--- src/rtl/trap_pkg.sv ---
// Shared types and constants for the trap sequencer.
// Holds the FSM state type, privilege encodings and cause codes.
package trap_pkg;

    typedef enum logic [1:0] {
        RUN   = 2'd0,
        ENTER = 2'd1,
        EXIT  = 2'd2
    } state_t;

    localparam logic PRIV_M = 1'b1;
    localparam logic PRIV_U = 1'b0;

    localparam int CAUSE_ILLEGAL = 2;
    localparam int CAUSE_ECALL_U = 8;
    localparam int CAUSE_ECALL_M = 11;
    localparam int CAUSE_MEI     = 11;

endpackage

--- src/rtl/trap_controller.sv ---
// Trap/mret sequencer driving en/sel of the fetch PC-source mux.
// Optional macro TRAP_INTERRUPT_EN enables external interrupt entry.
module trap_controller
    import trap_pkg::*;
#(
    parameter int XLEN    = 32,
    parameter int CAUSE_W = 4
) (
    input  logic               I_clk,
    input  logic               I_rst,
    input  logic [XLEN-1:0]    I_pc,
    input  logic               I_exc,
    input  logic [CAUSE_W-1:0] I_exc_cause,
    input  logic               I_mret,
    input  logic               I_ready,
    input  logic               I_irq,
    output logic               O_en,
    output logic               O_sel,
    output logic               O_flush,
    output logic               O_busy,
    output logic [XLEN-1:0]    O_mepc,
    output logic [XLEN-1:0]    O_mcause,
    output logic               O_priv,
    output logic               O_mie
);

    state_t state;
    logic   mpie;
    logic   mpp;

    logic               illegal_mret;
    logic               irq_take;
    logic               take_trap;
    logic               take_mret;
    logic               irq_flag;
    logic [CAUSE_W-1:0] trap_cause;
    logic [XLEN-1:0]    mcause_next;

`ifdef TRAP_INTERRUPT_EN
    assign irq_take = I_irq && O_mie && !I_exc;
`else
    logic unused_irq;
    assign unused_irq = I_irq;
    assign irq_take   = 1'b0;
`endif

    // Decode the request priority: exception > interrupt > illegal mret > mret
    always_comb begin
        illegal_mret = I_mret && (O_priv == PRIV_U);
        take_trap    = I_exc || irq_take || illegal_mret;
        take_mret    = I_mret && !take_trap;
        irq_flag     = 1'b0;
        trap_cause   = CAUSE_W'(CAUSE_ILLEGAL);
        unique case (1'b1)
            I_exc:    trap_cause = I_exc_cause;
            irq_take: begin
                trap_cause = CAUSE_W'(CAUSE_MEI);
                irq_flag   = 1'b1;
            end
            default:  trap_cause = CAUSE_W'(CAUSE_ILLEGAL);
        endcase
        mcause_next              = '0;
        mcause_next[CAUSE_W-1:0] = trap_cause;
        mcause_next[XLEN-1]      = irq_flag;
    end

    // Redirect FSM with registered mux controls
    always_ff @(posedge I_clk) begin
        if (I_rst) begin
            state  <= RUN;
            O_en   <= 1'b0;
            O_sel  <= 1'b0;
            O_busy <= 1'b0;
        end else begin
            unique case (state)
                RUN: begin
                    if (take_trap) begin
                        state  <= ENTER;
                        O_en   <= 1'b1;
                        O_sel  <= 1'b0;
                        O_busy <= 1'b1;
                    end else if (take_mret) begin
                        state  <= EXIT;
                        O_en   <= 1'b1;
                        O_sel  <= 1'b1;
                        O_busy <= 1'b1;
                    end
                end
                ENTER, EXIT: begin
                    if (I_ready) begin
                        state  <= RUN;
                        O_en   <= 1'b0;
                        O_sel  <= 1'b0;
                        O_busy <= 1'b0;
                    end
                end
                default: begin
                    state  <= RUN;
                    O_en   <= 1'b0;
                    O_sel  <= 1'b0;
                    O_busy <= 1'b0;
                end
            endcase
        end
    end

    // CSR capture on RUN->ENTER and restore on RUN->EXIT only
    always_ff @(posedge I_clk) begin
        if (I_rst) begin
            O_mepc   <= '0;
            O_mcause <= '0;
            O_priv   <= PRIV_M;
            O_mie    <= 1'b0;
            mpie     <= 1'b0;
            mpp      <= PRIV_M;
        end else if (state == RUN) begin
            if (take_trap) begin
                O_mepc   <= {I_pc[XLEN-1:2], 2'b00};
                O_mcause <= mcause_next;
                mpie     <= O_mie;
                O_mie    <= 1'b0;
                mpp      <= O_priv;
                O_priv   <= PRIV_M;
            end else if (take_mret) begin
                O_mie    <= mpie;
                mpie     <= 1'b1;
                O_priv   <= mpp;
                mpp      <= PRIV_U;
            end
        end
    end

    assign O_flush = O_en;

endmodule
--- config.mk ---
export PLATFORM = sky130hd
export DESIGN_NAME = trap_controller
export DESIGN_NICKNAME = d
export VERILOG_FILES = /design/src/rtl/trap_pkg.sv /design/src/rtl/trap_controller.sv
export SDC_FILE = /design/constraint.sdc
export NUM_CORES = 1
export LEC_CHECK = 0
export CAP_MARGIN = 10
export CORE_MARGIN = 3
export CORE_UTILIZATION = 35
export CTS_CLUSTER_DIAMETER = 50
export CTS_CLUSTER_SIZE = 40
export DETAILED_ROUTE_END_ITERATION = 7
export PLACE_DENSITY = 0.76
export SETUP_SLACK_MARGIN = 0.5
export SYNTH_ARGS = -nofsm -noshare
export SYNTH_HDL_FRONTEND = slang
export SYNTH_SLANG_ARGS = --single-unit
--- constraint.sdc ---
create_clock -name I_clk -period 1.4 [get_ports I_clk]
set_clock_uncertainty 0.1 [all_clocks]
set_input_delay 0.28 -clock I_clk [delete_from_list [all_inputs] [get_ports I_clk]]
set_output_delay 0.28 -clock I_clk [all_outputs]
set_load 0.05 [all_outputs]
Yosys cells after proc, flatten, opt, wreduce, memory -nomap -nowiden --
Index checks and enable logic that the tools add are counted.
Word-level totals: bits in registers 42, output and inout bits 70, logic and storage cells 42
Cells by class: equal/unequal tests 4, muxes and demuxes 18, bitwise logic cells 1, reductions and logical operators 10
Operator list (count):
- 1-bit 2-to-1 mux | 11
- 2-bit 2-to-1 mux | 3
- 2-bit AND reduction | 3
- 4-bit 2-to-1 mux | 1
- 1-bit case mux with 2 select lines | 2
- 2-bit case mux with 2 select lines | 1
- 3-bit inequality test, second input constant | 1
- 2-bit by 1-bit equality test with 1-bit output, second input constant | 1
- 2-bit equality test, second input constant | 1
- 1-bit logical AND | 2
- 2-bit logical NOT | 1
- 2-bit inequality test, second input constant | 1
- 2-bit nonzero test | 1
- 2-bit OR reduction | 1
- 1-bit logical NOT | 1
- 1-bit logical OR | 1
- 1-bit inverter | 1

Longest topological paths before layout --
Gate-level depths: netlist (run 1).
word-level depth 8, gate-level depth with buffers 6, depth with buffers taken out 5

Worst setup path after synthesis (run 1) --
No wires, ideal clock.
path kind register -> register, start reg, netlist name O_sel, end reg O_priv, setup time 0.123 ns, arrival 1.583 ns, data required time 1.177 ns, slack -0.406 ns, stages on the path, launching flop included 7, buffers on the path 1, period minus slack after synthesis 1.806 ns, cell sequence dfxtp_1 -> inv_1 -> ha_1 -> buf_2 -> o21a_1 -> a2bb2oi_1 -> or2_2
RTL lines:
- end signal, assigned | RTL line trap_controller.sv:127 | O_priv <= mpp;
- end, declared | RTL line trap_controller.sv:23 | output logic O_priv,

==> results.json, run 1 <==
{
  "synthCells": 220,
  "path_class": "flip-flop to flip-flop",
  "io_buffers": 78,
  "first_pass_iters": 4,
  "p_per_area_mw_per_mm2": 1050,
  "cp-end-kind": "flip-flop",
  "antenna_found_initial": 0,
  "slowest_delay_ns": 0.36,
  "overflow": 0,
  "core-area_mm2": 0.00564,
  "area_growth_syn_to_layout_pct": 76.4,
  "route.detailed.drc": 0,
  "grt_start_max_net_pins": 75,
  "yosys.cell_types.count": 28,
  "top_register": "O_mepc",
  "cts_tree": "yes",
  "ys.flop_type": "dfxtp_1",
  "viasPerCell": 4.33,
  "grt_pass1_wl_um": 8210,
  "p_total_mw": 3.90,
  "drive_gt1_share_pct": 41.3,
  "largest_reg_flops": 30,
  "cts.htree.levels": 2,
  "crit_path_top_delay_cell": "dfxtp_4",
  "die_w_um": 83.5,
  "vias": 1677,
  "largest_registers": "O_mepc x30, O_mcause x4",
  "yosysWarnings": 0,
  "clkTransAtPathRegs_ns": 0.08,
  "antenna_cells": 0,
  "ctsRootBufferMaster": "clkbuf_8",
  "yosysSeqAreaShare_pct": 39.1,
  "wl_met3_um": 387,
  "grt_pass1_vias": 1700,
  "hpwlAfterDp_um": 3420,
  "setup_viol": 0,
  "synth_edf_count": 0,
  "postRouteAntennaNets": 0,
  "finalNonFillerCells": 387,
  "ir_worst_vdd_v": 0.000480,
  "grt_use_total_pct": 14.5,
  "drt-met1-wl_um": 2030,
  "place.gp.congestion": 0.709,
  "async_flop_share_pct": 0,
  "ioPinCount": 112,
  "cap_viol_max_count": 0,
  "worstPathMaxFanout": 5,
  "fin_nets": 357,
  "dp_cells": 360,
  "clockBufferDepth": 2,
  "dr.first_iter.drc_count": 64,
  "start_kind": "flip-flop",
  "fin_crit_sh_pct": 98.1,
  "p_leak_nw": 1.55,
  "max_freq_ghz": 0.728,
  "ys_ff_latch": 41,
  "start_util_pct": 37.2,
  "status": "finished, final reports clean",
  "synth_area_mm2": 0.00210,
  "fp.dieArea_mm2": 0.00696,
  "hold_path.class": "primary input to flip-flop",
  "fillers": 431,
  "cp.required_ns": 1.49,
  "clkLatencyLatePin_ns": 0.29,
  "ff2ff_setup_slack_ns": 0.03,
  "numCtsBuffers": 5,
  "wl_met2_um": 2590,
  "highest_layer": "met4",
  "syn_area_per_cell_um2": 9.54,
  "rows": 27,
  "worstPathArrival_ns": 1.47,
  "wire_per_inst_um": 13.1,
  "period_minus_slack_ns": 1.37,
  "cts_sinks": 41,
  "wl_um": 5090,
  "crit_chain": "inv_4 -> ha_4 -> o21a_4 -> buf_6 -> clkbuf_16 -> o21a_1",
  "die_y_um": 83.5,
  "drv_slew": 0,
  "rsz0062_at_grt": "yes",
  "final_hold_viol_count": 0
}
area by class of cell:
cell class              instances  area [um2]  area share [%]
clock buffers                   6        72.6            1.96
well taps                      72        90.1            2.43
flip-flops and latches         41         882            23.8
inverters                       5        21.3           0.574
multi-input cells             157        1120            30.1
clock inverters                 2        33.8           0.912
repair buffers                104        1490            40.2
cells in the mapped netlist (3+ instances only):
library cell  instances  area (um2)
nand2b_1             64         400
dfxtp_1              41         821
buf_4                32         240
mux2i_1              30         300
clkbuf_1              8        30.0
inv_1                 5        18.8
o21ai_0               4        20.0
a21oi_1               3        15.0
nand4b_1              3        26.3
nor2_1                3        11.3
o21a_1                3        22.5
final timing paths:
| check | from | end | cells past startpoint |
|---|---|---|---|
| setup / recovery | O_sel | O_mcause[1] | 6 |
| hold / removal | I_rst | O_sel | 3 |
| setup reg to reg | O_sel | O_mcause[1] | 6 |
| hold reg to reg | state[0] | state[0] | 2 |
cell usage in the layout, fill, tap and decap left out, drive strengths merged:
cell / instances
a31oi: 2
conb: 30
dfxtp: 41
nor2: 3
clkinv: 1
mux2i: 30
or2: 2
a2bb2oi: 2
nor2b: 2
buf: 66
ha: 1
clkdlybuf4s50: 35
and4b: 1
o21ai: 6
nand2: 1
o2111ai: 1
nand2b: 64
dlygate4sd2: 2
a211oi: 1
clkbuf: 7
bufinv: 1
a21oi: 3
nor3: 1
nand4b: 3
inv: 5
nor3b: 1
o21a: 3
metal layers:
layer / global-route usage (%) / vias up
li1: - / 837
met1: 15.9 / 761
met5: 0 / -
met4: 4.53 / 0
met3: 4.74 / 7
met2: 26.5 / 72
critical path: cells and delay by family, from the launching register on:
family,cells,cell delay [ns]
adders and majority gates,1,0.16
DFF,1,0.36
buffers and inverters,3,0.32
AOI/OAI and AO/OA,2,0.32
metrics by stage:
step	cell area (um2)	hold WS, ns	setup WS [ns]	TNS [ns]	utilization, %
6_report	3700	0.301	0.0260	0	65.6
5_1_grt	3700	0.340	-0.00861	-0.0153	65.6
4_1_cts	3620	0.317	0.0375	0	64.2
3_5_place_dp	3330	0.377	-0.331	-10.51	59.0
3_3_place_gp	3330	0.364	-0.253	-9.33	59.0
2_1_floorplan	2330	0.328	-0.0344	-0.0344	-
cell families after synthesis:
group / Yosys count / share of synthesized area [%]
compound gates: 18 / 5.42
mux: 30 / 14.3
other cells: 1 / 0.179
buf+inv: 51 / 16.7
simple gates: 78 / 23.7
fa+ha+maj: 1 / 0.596
flops: 41 / 39.1
power by group:
part,switching [mW],internal (mW),total [mW]
Sequential,0.105,1.28,1.39
Combinational,0.793,0.772,1.56
Clock,0.418,0.527,0.945
repair_timing:
item / CTS / global route
hold buffers: 0 / 0
pin swaps: 4 / 6
resized for setup: 15 / 8
cloned: 2 / 1
setup buffers: 12 / 4
setup endpoints to repair: 81 / 81
Power figures use the tool's default switching activity.
==> run 2: changes to the inputs <==
CAP_MARGIN = default   (was 10)
==> results of run 2 <==
No change in the layout: final DEF, timing and power equal those of run 1.
